==> src/rtl/alu_arbiter.sv <==
// alu_arbiter: shares one 32-bit ALU between the execute stage (port 0) and
// the address/branch unit (port 1). One operation is in flight at a time:
// accept in IDLE, evaluate in EXEC, hand the captured result back in RESP.
// Optional build macro ALU_ARB_FIXED_PRIO_EN: port 0 always wins a tie and
// no round-robin pointer is kept. Default build arbitrates round-robin.
module alu_arbiter #(
  parameter int DATA_W  = 32,
  parameter int CTRL_W  = 4,
  parameter int SHAMT_W = 5
) (
  input  logic               clk,
  input  logic               rst,
  input  logic               req0_valid,
  output logic               req0_ready,
  input  logic [DATA_W-1:0]  req0_a,
  input  logic [DATA_W-1:0]  req0_b,
  input  logic [SHAMT_W-1:0] req0_shamt,
  input  logic [CTRL_W-1:0]  req0_ctrl,
  input  logic               req1_valid,
  output logic               req1_ready,
  input  logic [DATA_W-1:0]  req1_a,
  input  logic [DATA_W-1:0]  req1_b,
  input  logic [SHAMT_W-1:0] req1_shamt,
  input  logic [CTRL_W-1:0]  req1_ctrl,
  output logic               rsp0_valid,
  input  logic               rsp0_ready,
  output logic               rsp1_valid,
  input  logic               rsp1_ready,
  output logic [DATA_W-1:0]  rsp_result,
  output logic [2:0]         rsp_flags,
  output logic [DATA_W-1:0]  alu_in1,
  output logic [DATA_W-1:0]  alu_in2,
  output logic [SHAMT_W-1:0] alu_shamt,
  output logic [CTRL_W-1:0]  alu_ctrl,
  input  logic [DATA_W-1:0]  alu_out,
  input  logic               alu_negative,
  input  logic               alu_zero,
  input  logic               alu_carry
);

  typedef enum logic [1:0] {IDLE, EXEC, RESP} state_t;

  state_t state, state_nxt;
  logic   owner;
  logic   grant0, grant1;
  logic   accept;

  // operand selection for the accept stage; operand 1 is a signed quantity
  logic signed [DATA_W-1:0] a_p0;
  logic        [DATA_W-1:0] b_p0;
  logic        [SHAMT_W-1:0] shamt_p0;
  logic        [CTRL_W-1:0]  ctrl_p0;

`ifdef ALU_ARB_FIXED_PRIO_EN
  // fixed priority: port 0 wins whenever it is requesting
  always_comb begin
    grant0 = req0_valid;
    grant1 = req1_valid && !req0_valid;
  end
`else
  logic last_grant;

  // round-robin: a tie goes to the port that did not win the previous accept
  always_comb begin
    grant0 = req0_valid && (!req1_valid || last_grant);
    grant1 = req1_valid && (!req0_valid || !last_grant);
  end

  // pointer moves only when an operation is actually accepted
  always_ff @(posedge clk) begin
    if (rst)                          last_grant <= 1'b1;
    else if (state == IDLE && accept) last_grant <= grant1;
  end
`endif

  // payload mux toward the drive registers, chosen by the winning port
  always_comb begin
    a_p0     = grant1 ? $signed(req1_a) : $signed(req0_a);
    b_p0     = grant1 ? req1_b     : req0_b;
    shamt_p0 = grant1 ? req1_shamt : req0_shamt;
    ctrl_p0  = grant1 ? req1_ctrl  : req0_ctrl;
  end

  // next-state and handshake outputs; request readies are masked during reset
  always_comb begin
    state_nxt  = state;
    req0_ready = 1'b0;
    req1_ready = 1'b0;
    rsp0_valid = 1'b0;
    rsp1_valid = 1'b0;
    accept     = 1'b0;
    case (state)
      IDLE: begin
        req0_ready = grant0 && !rst;
        req1_ready = grant1 && !rst;
        accept     = grant0 || grant1;
        if (accept) state_nxt = EXEC;
      end
      EXEC: state_nxt = RESP;
      RESP: begin
        rsp0_valid = !owner;
        rsp1_valid = owner;
        if (owner ? rsp1_ready : rsp0_ready) state_nxt = IDLE;
      end
      default: state_nxt = IDLE;
    endcase
  end

  // state register
  always_ff @(posedge clk) begin
    if (rst) state <= IDLE;
    else     state <= state_nxt;
  end

  // accept stage -> drive registers; EXEC stage -> response register
  always_ff @(posedge clk) begin
    if (rst) begin
      owner      <= 1'b0;
      alu_in1    <= '0;
      alu_in2    <= '0;
      alu_shamt  <= '0;
      alu_ctrl   <= '0;
      rsp_result <= '0;
      rsp_flags  <= 3'b000;
    end else begin
      if (state == IDLE && accept) begin
        owner     <= grant1;
        alu_in1   <= a_p0;
        alu_in2   <= b_p0;
        alu_shamt <= shamt_p0;
        alu_ctrl  <= ctrl_p0;
      end
      if (state == EXEC) begin
        rsp_result <= alu_out;
        rsp_flags  <= {alu_negative, alu_zero, alu_carry};
      end
    end
  end

endmodule

==> config.mk <==
export PLATFORM = sky130hd
export DESIGN_NAME = alu_arbiter
export DESIGN_NICKNAME = d
export VERILOG_FILES = /design/src/rtl/alu_arbiter.sv
export SDC_FILE = /design/constraint.sdc
export NUM_CORES = 1
export LEC_CHECK = 0
export BUFFER_PORTS_ARGS = -buffer_cell sky130_fd_sc_hd__buf_4
export CORE_ASPECT_RATIO = 0.6
export CORE_UTILIZATION = 40
export CTS_CLUSTER_DIAMETER = 40
export CTS_CLUSTER_SIZE = 40
export DETAILED_ROUTE_END_ITERATION = 12
export PLACE_DENSITY = 0.77
export SYNTH_ARGS = -nofsm -noshare
export SYNTH_HDL_FRONTEND = slang
export SYNTH_SLANG_ARGS = --single-unit
==> constraint.sdc <==
create_clock -name clk -period 3.6 [get_ports clk]
set_input_delay 0.72 -clock clk [delete_from_list [all_inputs] [get_ports clk]]
set_output_delay 0.72 -clock clk [all_outputs]
set_load 0.02 [all_outputs]
==> results.cfg, run 1 <==
[global_route]
maximum_number_of_pins_on_one_net_before_global_route_repair = 85
global_route.overflow_total = 0
met2_usage_pct = 40.08
global_route_wire_length_before_repair_mm = 24.78
global_route.usage.met3_pct = 6.717
first_global_vias = 4930
grt-busiest-layer = met2
grt_overall_usage_pct = 23.54
grt_antenna_before_repair = 0
groute.layer.met1.usage_pct = 29.72

[place]
hpwl_mm = 11.22
dp_slack_ns = 1.123
globalplace.congestion = 0.8317
post_place_cell_area_sq_um = 7300
buffer_ports.inserted = 298

[yosys]
post_synthesis_cells = 594
post_synth.cell_area_avg_sq_um = 8.617
syn-cell-area_sq_um = 5119
synth_warn = 0
seq_area_frac_synth_pct = 43.80
number_of_library_cell_types_mapped_by_synthesis = 27
syn_nets = 781
synth_seq_cells = 112

[cts]
post_cts.repair.setup_buffers = 0
cts_tree = yes
gates_resized_cts_repair = 0
holdBufCountCts = 0
numCtsBuffers = 9
cts_max_path_buffers = 2
root_buffer = sky130_fd_sc_hd__clkbuf_16
worst_skew_pair.late_latency_ns = 0.35
cts.htree.levels = 3
clock_sinks = 112
clk_pin_slew_ns = 0.08

[timing]
timing.final.crit_share_pct = 59.96
final.hold.worst_slack_ns = 0.4589
fmax_mhz = 463.3
maxSlewHeadroom_pct = 40.19
hold_vio_cnt_final = 0
actual_transition_at_the_worst_max_transition_pin_ns = 0.8971
report.final.slew_viol_count = 0
setup_ws_ns = 1.442
rsz0062_at_grt = false
setup_total_negative_slack_ns = 0
setup_viol = 0
period_needed_ns = 2.158
finalClockSkew_ns = 0.01204

[floorplan]
placement_rows = 31
die-area_sq_um = 13270
initial_core_util_pct = 41.76
dieWidth_microns = 148.0
core_sq_um = 12260
dieHeight_microns = 89.63
top_level_ports = 299

[route]
route.detailed.drc = 0
drt.antenna.violating_nets = 0
first_iter_violations = 220
detail_route.first_pass.iterations = 7
avgRoutedWirePerCell_microns = 16.10
vias_per_cell = 5.158
detailroute.via_count = 5261
routed_wl_mm = 16.42

[layout]
finish.instance_area_sq_um = 7599
final_layout_size_suffix_gt1_share_pct = 45.50
finalNetCount = 1037
area_growth_syn_to_layout_pct = 48.45
diodes = 0
final.fill_count = 1082

[job]
max_cap_violations = 0

[power]
finalPower_mw = 3.507
peakVddDrop_v = 0.0002211
pd_cells_nw_per_um2 = 461.6
p_leak_nw = 3.352

[worst_setup_path]
required_arrival_time_at_the_worst_endpoint_ns = 2.88
criticalPathCategory = input pin to primary output
path_max_fanout = 5
endpoint_kind = primary output
worst_setup_path_start_kind = input pin
worst_ep_arrival_time_ns = 1.44

[status]
status = finished clean

[hold_path]
min-delay-path-class = flop to flop
-- power by group --
part,internal (mW),switching (mW)
Clock,0.494,0.502
Combinational,0.471,0.589
Sequential,1.37,0.0778
-- per-layer routing --
metal,wire length (microns),vias to the layer above
met5,0,-
met4,176,0
met3,1342,17
met2,7883,193
met1,7016,2461
li1,-,2590
-- synthesized netlist by cell type, drive strengths merged --
cell	n	area, sq um
dfxtp	112	2242
o21ai	1	5.000
a21bo	2	20.02
nor2b	2	12.51
a21oi	111	555.5
nand3b	1	7.510
and2	1	8.760
and3	1	6.260
a311oi	73	1008
nor2	1	11.26
o21bai	1	7.510
nor3b	1	7.510
a21boi	1	11.26
or2	1	6.260
buf	48	299.0
mux2i	1	10.01
nand2b	1	6.260
and3b	1	8.760
nor4	2	12.51
nand2	217	814.5
clkbuf	14	53.80
inv	1	3.750
-- worst paths after layout --
check / start / endpoint / slack [ns] / cells after the start
worst max-delay path: req0_valid / req1_ready / 1.44 / 4
worst min-delay path: rsp_result[8]$_SDFFE_PP0N_ / rsp_result[8]$_SDFFE_PP0N_ / 0.46 / 2
worst max register to register: state[1]$_SDFFE_PP0P_ / alu_in2[20]$_SDFFE_PP0P_ / 1.55 / 4
worst min register to register: rsp_result[8]$_SDFFE_PP0N_ / rsp_result[8]$_SDFFE_PP0N_ / 0.46 / 2
-- cells by family (layout without fill, tap and decap cells) --
group	after synthesis	after routing	share of synthesized area [%]
AOI/OAI and AO/OA	189	189	31.41
DFF	112	112	43.80
and+or+nand+nor	229	229	17.62
buffers and inverters	63	324	6.966
muxes	1	1	0.1956
-- critical path: stages --
cell                      delay [ns]
sky130_fd_sc_hd__buf_4          0.13
sky130_fd_sc_hd__a21bo_2        0.21
sky130_fd_sc_hd__nor4_1         0.18
sky130_fd_sc_hd__buf_4          0.19
-- state kept, by name, summed over array words and instances (netlist names) --
name and count:
owner 1, alu_in2 32, last_grant 1, rsp_result 32, alu_ctrl 4, state 2
alu_in1 32, rsp_flags 3, alu_shamt 5
-- layout by cell type (no fill, tap or decap), types with 2 or more instances in the layout --
master / n
sky130_fd_sc_hd__a21oi_1: 111
sky130_fd_sc_hd__a311oi_1: 14
sky130_fd_sc_hd__a21bo_2: 2
sky130_fd_sc_hd__inv_6: 2
sky130_fd_sc_hd__a311oi_2: 59
sky130_fd_sc_hd__nand2_1: 217
sky130_fd_sc_hd__buf_4: 306
sky130_fd_sc_hd__clkinv_4: 2
sky130_fd_sc_hd__nor4_1: 2
sky130_fd_sc_hd__clkbuf_16: 9
sky130_fd_sc_hd__inv_8: 2
sky130_fd_sc_hd__dfxtp_1: 112
-- stage by stage --
stage               instances  util [%]
finish                   1020     61.99
global route             1020     61.99
CTS                      1020     61.99
detailed placement       1004     59.55
global placement         1004     59.55
floorplan                 594         -
-- cell type report --
| cell class | instances | area (sq um) | share of cell area [%] |
|---|---|---|---|
| multi-input combinational | 419 | 2530 | 33.29 |
| sequential | 112 | 2242 | 29.51 |
| clock inverter | 7 | 73.82 | 0.9715 |
| tap | 165 | 206.4 | 2.717 |
| clock buffer | 9 | 225.2 | 2.964 |
| timing repair buffer | 307 | 2317 | 30.50 |
| inverter | 1 | 3.754 | 0.04940 |
(Power assumes the default switching activity.)
==> run 2: changes to the inputs <==
==> constraint.sdc (replaced) <==
create_clock -name clk -period 2 [get_ports clk]
set_input_delay 0.4 -clock clk [delete_from_list [all_inputs] [get_ports clk]]
set_output_delay 0.4 -clock clk [all_outputs]
set_load 0.02 [all_outputs]
==> results.cfg, run 2 (synthesis gave the netlist of run 1 again) <==
[timing]
final.hold.worst_slack_ns = 0.2750
setup_viol = 0
hold_vio_cnt_final = 0
maxSlewHeadroom_pct = 53.25
report.final.slew_viol_count = 0
timing.final.crit_share_pct = 88.67
setup_ws_ns = 0.2266
rsz0062_at_grt = false
actual_transition_at_the_worst_max_transition_pin_ns = 0.7013
finalClockSkew_ns = 0.01123
period_needed_ns = 1.773
fmax_mhz = 563.9
setup_total_negative_slack_ns = 0

[place]
dpl.cell_count = 1007
post_place_cell_area_sq_um = 7385
hpwl_mm = 11.24
globalplace.congestion = 0.8412
buffer_ports.inserted = 298
dp_slack_ns = 0.2227

[global_route]
global_route_wire_length_before_repair_mm = 24.96
global_route.usage.met3_pct = 7.576
grt_overall_usage_pct = 23.62
met2_usage_pct = 40.03
global_route.overflow_total = 0
first_global_vias = 4959
maximum_number_of_pins_on_one_net_before_global_route_repair = 112
grt-busiest-layer = met2
grt_antenna_before_repair = 0
groute.layer.met1.usage_pct = 29.68

[layout]
final_layout_size_suffix_gt1_share_pct = 45.69
largestRegisters = alu_in1 x32, alu_in2 x32, rsp_result x32
finish.instance_area_sq_um = 7687
instances_no_fill = 1023
diodes = 0
finalNetCount = 1040
layout_commonest_cell = sky130_fd_sc_hd__buf_4
area_growth_syn_to_layout_pct = 50.18
layout_common_cells = sky130_fd_sc_hd__buf_4, sky130_fd_sc_hd__nand2_1, sky130_fd_sc_hd__dfxtp_1, sky130_fd_sc_hd__a21oi_1, sky130_fd_sc_hd__a311oi_2

[cts]
clock_sinks = 112
post_cts.repair.setup_buffers = 0
gates_resized_cts_repair = 0
clk_pin_slew_ns = 0.08
cts.htree.levels = 3
root_buffer = sky130_fd_sc_hd__clkbuf_16
worst_skew_pair.late_latency_ns = 0.35
cts_tree = yes
holdBufCountCts = 0
cts_max_path_buffers = 2
numCtsBuffers = 9

[floorplan]
core_sq_um = 12260
top_level_ports = 299
dieHeight_microns = 89.63
initial_core_util_pct = 41.76
dieWidth_microns = 148.0
placement_rows = 31
die-area_sq_um = 13270

[power]
sequentialPowerShare_pct = 41.1
comb_power_share_pct = 30.7
pd_cells_nw_per_um2 = 825.7
switching_share_pct = 33.17
intPower_mw = 4.242
pwr-share-clk_pct = 28.2
p_leak_nw = 3.386
peakVddDrop_v = 0.0004182
net-switching-power_mw = 2.105

[hold_path]
worstHoldStart = rst
worst_hold_path_stage_count = 2
min_to = state[1]$_SDFFE_PP0P_
min-delay-path-class = input pin to flop

[worst_setup_path]
reg2reg_setup_slack_ns = 0.41
criticalPathCategory = flop to primary output
worstRegToRegCells = 4
worst_path_largest_cell_delay_ns = 0.36
required_arrival_time_at_the_worst_endpoint_ns = 1.60
worst_path_max_delay_cell = sky130_fd_sc_hd__dfxtp_1
timing.critical_path.buf_inv = 1
critical_path.cell_chain = a21bo_2 > nor4_1 > buf_4
worst_setup_path_start_kind = flop
crit_family = flip-flops
crit_reg_reg_endpoint = alu_in2[30]$_SDFFE_PP0P_
endpoint_kind = primary output
regToRegStartpoint = state[1]$_SDFFE_PP0P_
path_max_fanout = 5
worst_ep_arrival_time_ns = 1.37

[route]
detail_route.first_pass.iterations = 4
routed_wl_mm = 16.23
drt.antenna.violating_nets = 0
first_iter_violations = 272
detailroute.via_count = 5269
vias_per_cell = 5.151
avgRoutedWirePerCell_microns = 15.87
route.detailed.drc = 0

[status]
status = finished clean

[job]
max_cap_violations = 0
## run 2: layout make-up
type	count	area, sq um
repair buffers	310	2402
multi-input cells	419	2530
clock buffers	9	225.2
clock inverters	7	77.57
inverters	1	3.754
fillers	1064	4569
well taps	165	206.4
flip-flops and latches	112	2242
## run 2: worst max path at each step
| stage | from | to | slack [ns] | cells after the start |
|---|---|---|---|---|
| after floorplan | req1_valid | req1_ready | 0.17 | 3 |
| after global placement | req0_valid | alu_in1[5]$_SDFFE_PP0P_ | 0.27 | 5 |
| after detailed placement | req0_valid | alu_in1[1]$_SDFFE_PP0P_ | 0.22 | 5 |
| after CTS | last_grant$_SDFFE_PP1P_ | req1_ready | 0.19 | 3 |
| after global routing | last_grant$_SDFFE_PP1P_ | req1_ready | 0.12 | 3 |
| final | last_grant$_SDFFE_PP1P_ | req1_ready | 0.23 | 3 |
## run 2: through the flow
stage                     total power, mW  util, %
after floorplan                     3.795        -
after global placement              4.586    60.25
after detailed placement            4.614    60.25
after CTS                           6.395    62.72
after global routing                6.669    62.72
final                               6.347    62.72
## run 2: power groups by stage
stage                     Clock, mW  Combinational (mW)  Sequential, mW
final                          1.79                1.95            2.61
after global routing           1.94                2.09            2.64
after CTS                      1.83                1.96            2.61
after detailed placement          0                1.96            2.65
after global placement            0                1.94            2.65
after floorplan                   0               0.868            2.93
## run 2: per-layer routing
layer  vias to the layer above  share of wire (%)
met1                      2463                 42
met4                         0                1.2
met3                        14                8.9
met5                         -                  0
li1                       2601                  -
met2                       191                 48
==> run 3: changes to the inputs <==
--- a/config.mk
+++ b/config.mk
@@ -7,11 +7,11 @@
 export LEC_CHECK = 0
 export BUFFER_PORTS_ARGS = -buffer_cell sky130_fd_sc_hd__buf_4
 export CORE_ASPECT_RATIO = 0.6
-export CORE_UTILIZATION = 40
+export CORE_UTILIZATION = 44
 export CTS_CLUSTER_DIAMETER = 40
 export CTS_CLUSTER_SIZE = 40
 export DETAILED_ROUTE_END_ITERATION = 12
-export PLACE_DENSITY = 0.77
+export PLACE_DENSITY = 0.84
 export SYNTH_ARGS = -nofsm -noshare
 export SYNTH_HDL_FRONTEND = slang
 export SYNTH_SLANG_ARGS = --single-unit
==> results.cfg, run 3 (synthesis gave the netlist of run 1 again) <==
[cts]
cts.htree.levels = 3
holdBufCountCts = 0
cts_tree = yes
root_buffer = sky130_fd_sc_hd__clkbuf_16
gates_resized_cts_repair = 0
post_cts.repair.setup_buffers = 0
numCtsBuffers = 9
cts_max_path_buffers = 2
worst_skew_pair.late_latency_ns = 0.34
clock_sinks = 112
clk_pin_slew_ns = 0.08

[layout]
layout.area.seq_sq_um = 2242
final_layout_size_suffix_gt1_share_pct = 45.69
multi_input_area_sq_um = 2530
layout_common_cells = sky130_fd_sc_hd__buf_4, sky130_fd_sc_hd__nand2_1, sky130_fd_sc_hd__dfxtp_1, sky130_fd_sc_hd__a21oi_1, sky130_fd_sc_hd__a311oi_2
finalNetCount = 1040
largestRegisters = alu_in1 x32, alu_in2 x32, rsp_result x32
layout_commonest_cell = sky130_fd_sc_hd__buf_4
finish.instance_area_sq_um = 7656
diodes = 0
final.fill_count = 942
area_growth_syn_to_layout_pct = 49.57
fin_util_pct = 67.76

[floorplan]
initial_core_util_pct = 45.30
die-area_sq_um = 12080
top_level_ports = 299
dieHeight_microns = 85.55
placement_rows = 30
dieWidth_microns = 141.2
core_sq_um = 11300

[worst_setup_path]
worst_path_max_delay_cell = sky130_fd_sc_hd__dfxtp_1
timing.critical_path.buf_inv = 1
critPathLaunch = last_grant$_SDFFE_PP1P_
worst_path_largest_cell_delay_ns = 0.43
path_max_fanout = 5
worst_setup_path_start_kind = flop
required_arrival_time_at_the_worst_endpoint_ns = 1.60
regToRegStartpoint = state[1]$_SDFFE_PP0P_
crit_family = flip-flops
worst_ep_arrival_time_ns = 1.37
critical_path.cell_chain = o21ai_0 > nor4_1 > buf_4
endpoint_kind = primary output
criticalPathCategory = flop to primary output

[timing]
period_needed_ns = 1.765
actual_transition_at_the_worst_max_transition_pin_ns = 0.7981
setup_total_negative_slack_ns = 0
finalClockSkew_ns = 0.008483
maxSlewHeadroom_pct = 46.79
rsz0062_at_grt = false
timing.final.crit_share_pct = 88.26
hold_vio_cnt_final = 0
report.final.slew_viol_count = 0
setup_ws_ns = 0.2347
fmax_mhz = 566.5
setup_viol = 0

[power]
finalPower_mw = 6.378
p_leak_nw = 3.378
pd_cells_nw_per_um2 = 833.1
peakVddDrop_v = 0.0004779

[route]
routed_wl_mm = 15.78
drt.antenna.violating_nets = 0
vias_per_cell = 5.199
detailroute.via_count = 5293
avgRoutedWirePerCell_microns = 15.50
first_iter_violations = 285
route.detailed.drc = 0
detail_route.first_pass.iterations = 5

[place]
buffer_ports.inserted = 298
dp_slack_ns = 0.1599
hpwl_mm = 11.05
post_place_cell_area_sq_um = 7353
globalplace.congestion = 0.8320

[job]
max_cap_violations = 0

[status]
status = finished clean

[global_route]
grt_antenna_before_repair = 0
maximum_number_of_pins_on_one_net_before_global_route_repair = 86
global_route_wire_length_before_repair_mm = 24.47
grt_overall_usage_pct = 25.13
global_route.overflow_total = 0
first_global_vias = 4830

[hold_path]
min-delay-path-class = input pin to flop
worstHoldStart = alu_out[7]
-- run 3: cell types whose count changed in the layout (fill, tap and decap cells not counted) --
cell	previous run	this run
sky130_fd_sc_hd__inv_8	1	0
sky130_fd_sc_hd__clkinv_4	2	1
sky130_fd_sc_hd__inv_6	1	3
sky130_fd_sc_hd__buf_12	6	4
sky130_fd_sc_hd__clkinv_8	2	0
sky130_fd_sc_hd__bufinv_16	0	1
sky130_fd_sc_hd__clkinv_2	0	1
sky130_fd_sc_hd__buf_4	304	306
-- run 3: layout make-up --
cell class | instances | area share, %
Multi-Input combinational cell | 419 | 33.04
Tap cell | 160 | 2.615
Clock inverter | 7 | 1.013
Clock buffer | 9 | 2.942
Sequential cell | 112 | 29.29
Inverter | 1 | 0.04903
Timing Repair Buffer | 310 | 31.05
-- run 3: power by group --
part | switching, mW | internal [mW]
registers | 0.143 | 2.47
clock network | 0.848 | 0.987
logic | 1.05 | 0.874
total | 2.05 | 4.33
-- run 3: stage by stage --
step | instances | hold slack [ns]
2_1_floorplan | 594 | 0.5329
6_report | 1018 | 0.3028
3_5_place_dp | 1002 | 0.4478
4_1_cts | 1018 | 0.2878
3_3_place_gp | 1002 | 0.4425
5_1_grt | 1018 | 0.2857
-- run 3: path summary, 6_finish.rpt --
check / end / slack [ns] / depth (start not counted)
hold reg to reg: rsp_result[16]$_SDFFE_PP0N_ / 0.46 / 2
hold / removal: rsp_result[7]$_SDFFE_PP0N_ / 0.30 / 3
setup / recovery: req0_ready / 0.23 / 3
setup reg to reg: alu_in2[14]$_SDFFE_PP0P_ / 0.41 / 4
-- run 3: metal layers --
| metal | share of wire, % | wire length [microns] | vias up | GRT usage (%) |
|---|---|---|---|---|
| met5 | 0 | 0 | - | 0 |
| met2 | 48 | 7560 | 205 | 42.12 |
| met3 | 8.0 | 1256 | 21 | 7.203 |
| met1 | 43 | 6725 | 2470 | 32.09 |
| met4 | 1.5 | 233 | 0 | 6.028 |
| li1 | - | - | 2597 | - |
-- run 3: worst min-delay path, stage by stage --
cell and delay, ns:
sky130_fd_sc_hd__buf_4 0.11, sky130_fd_sc_hd__nand2_1 0.04, sky130_fd_sc_hd__a21oi_1 0.05
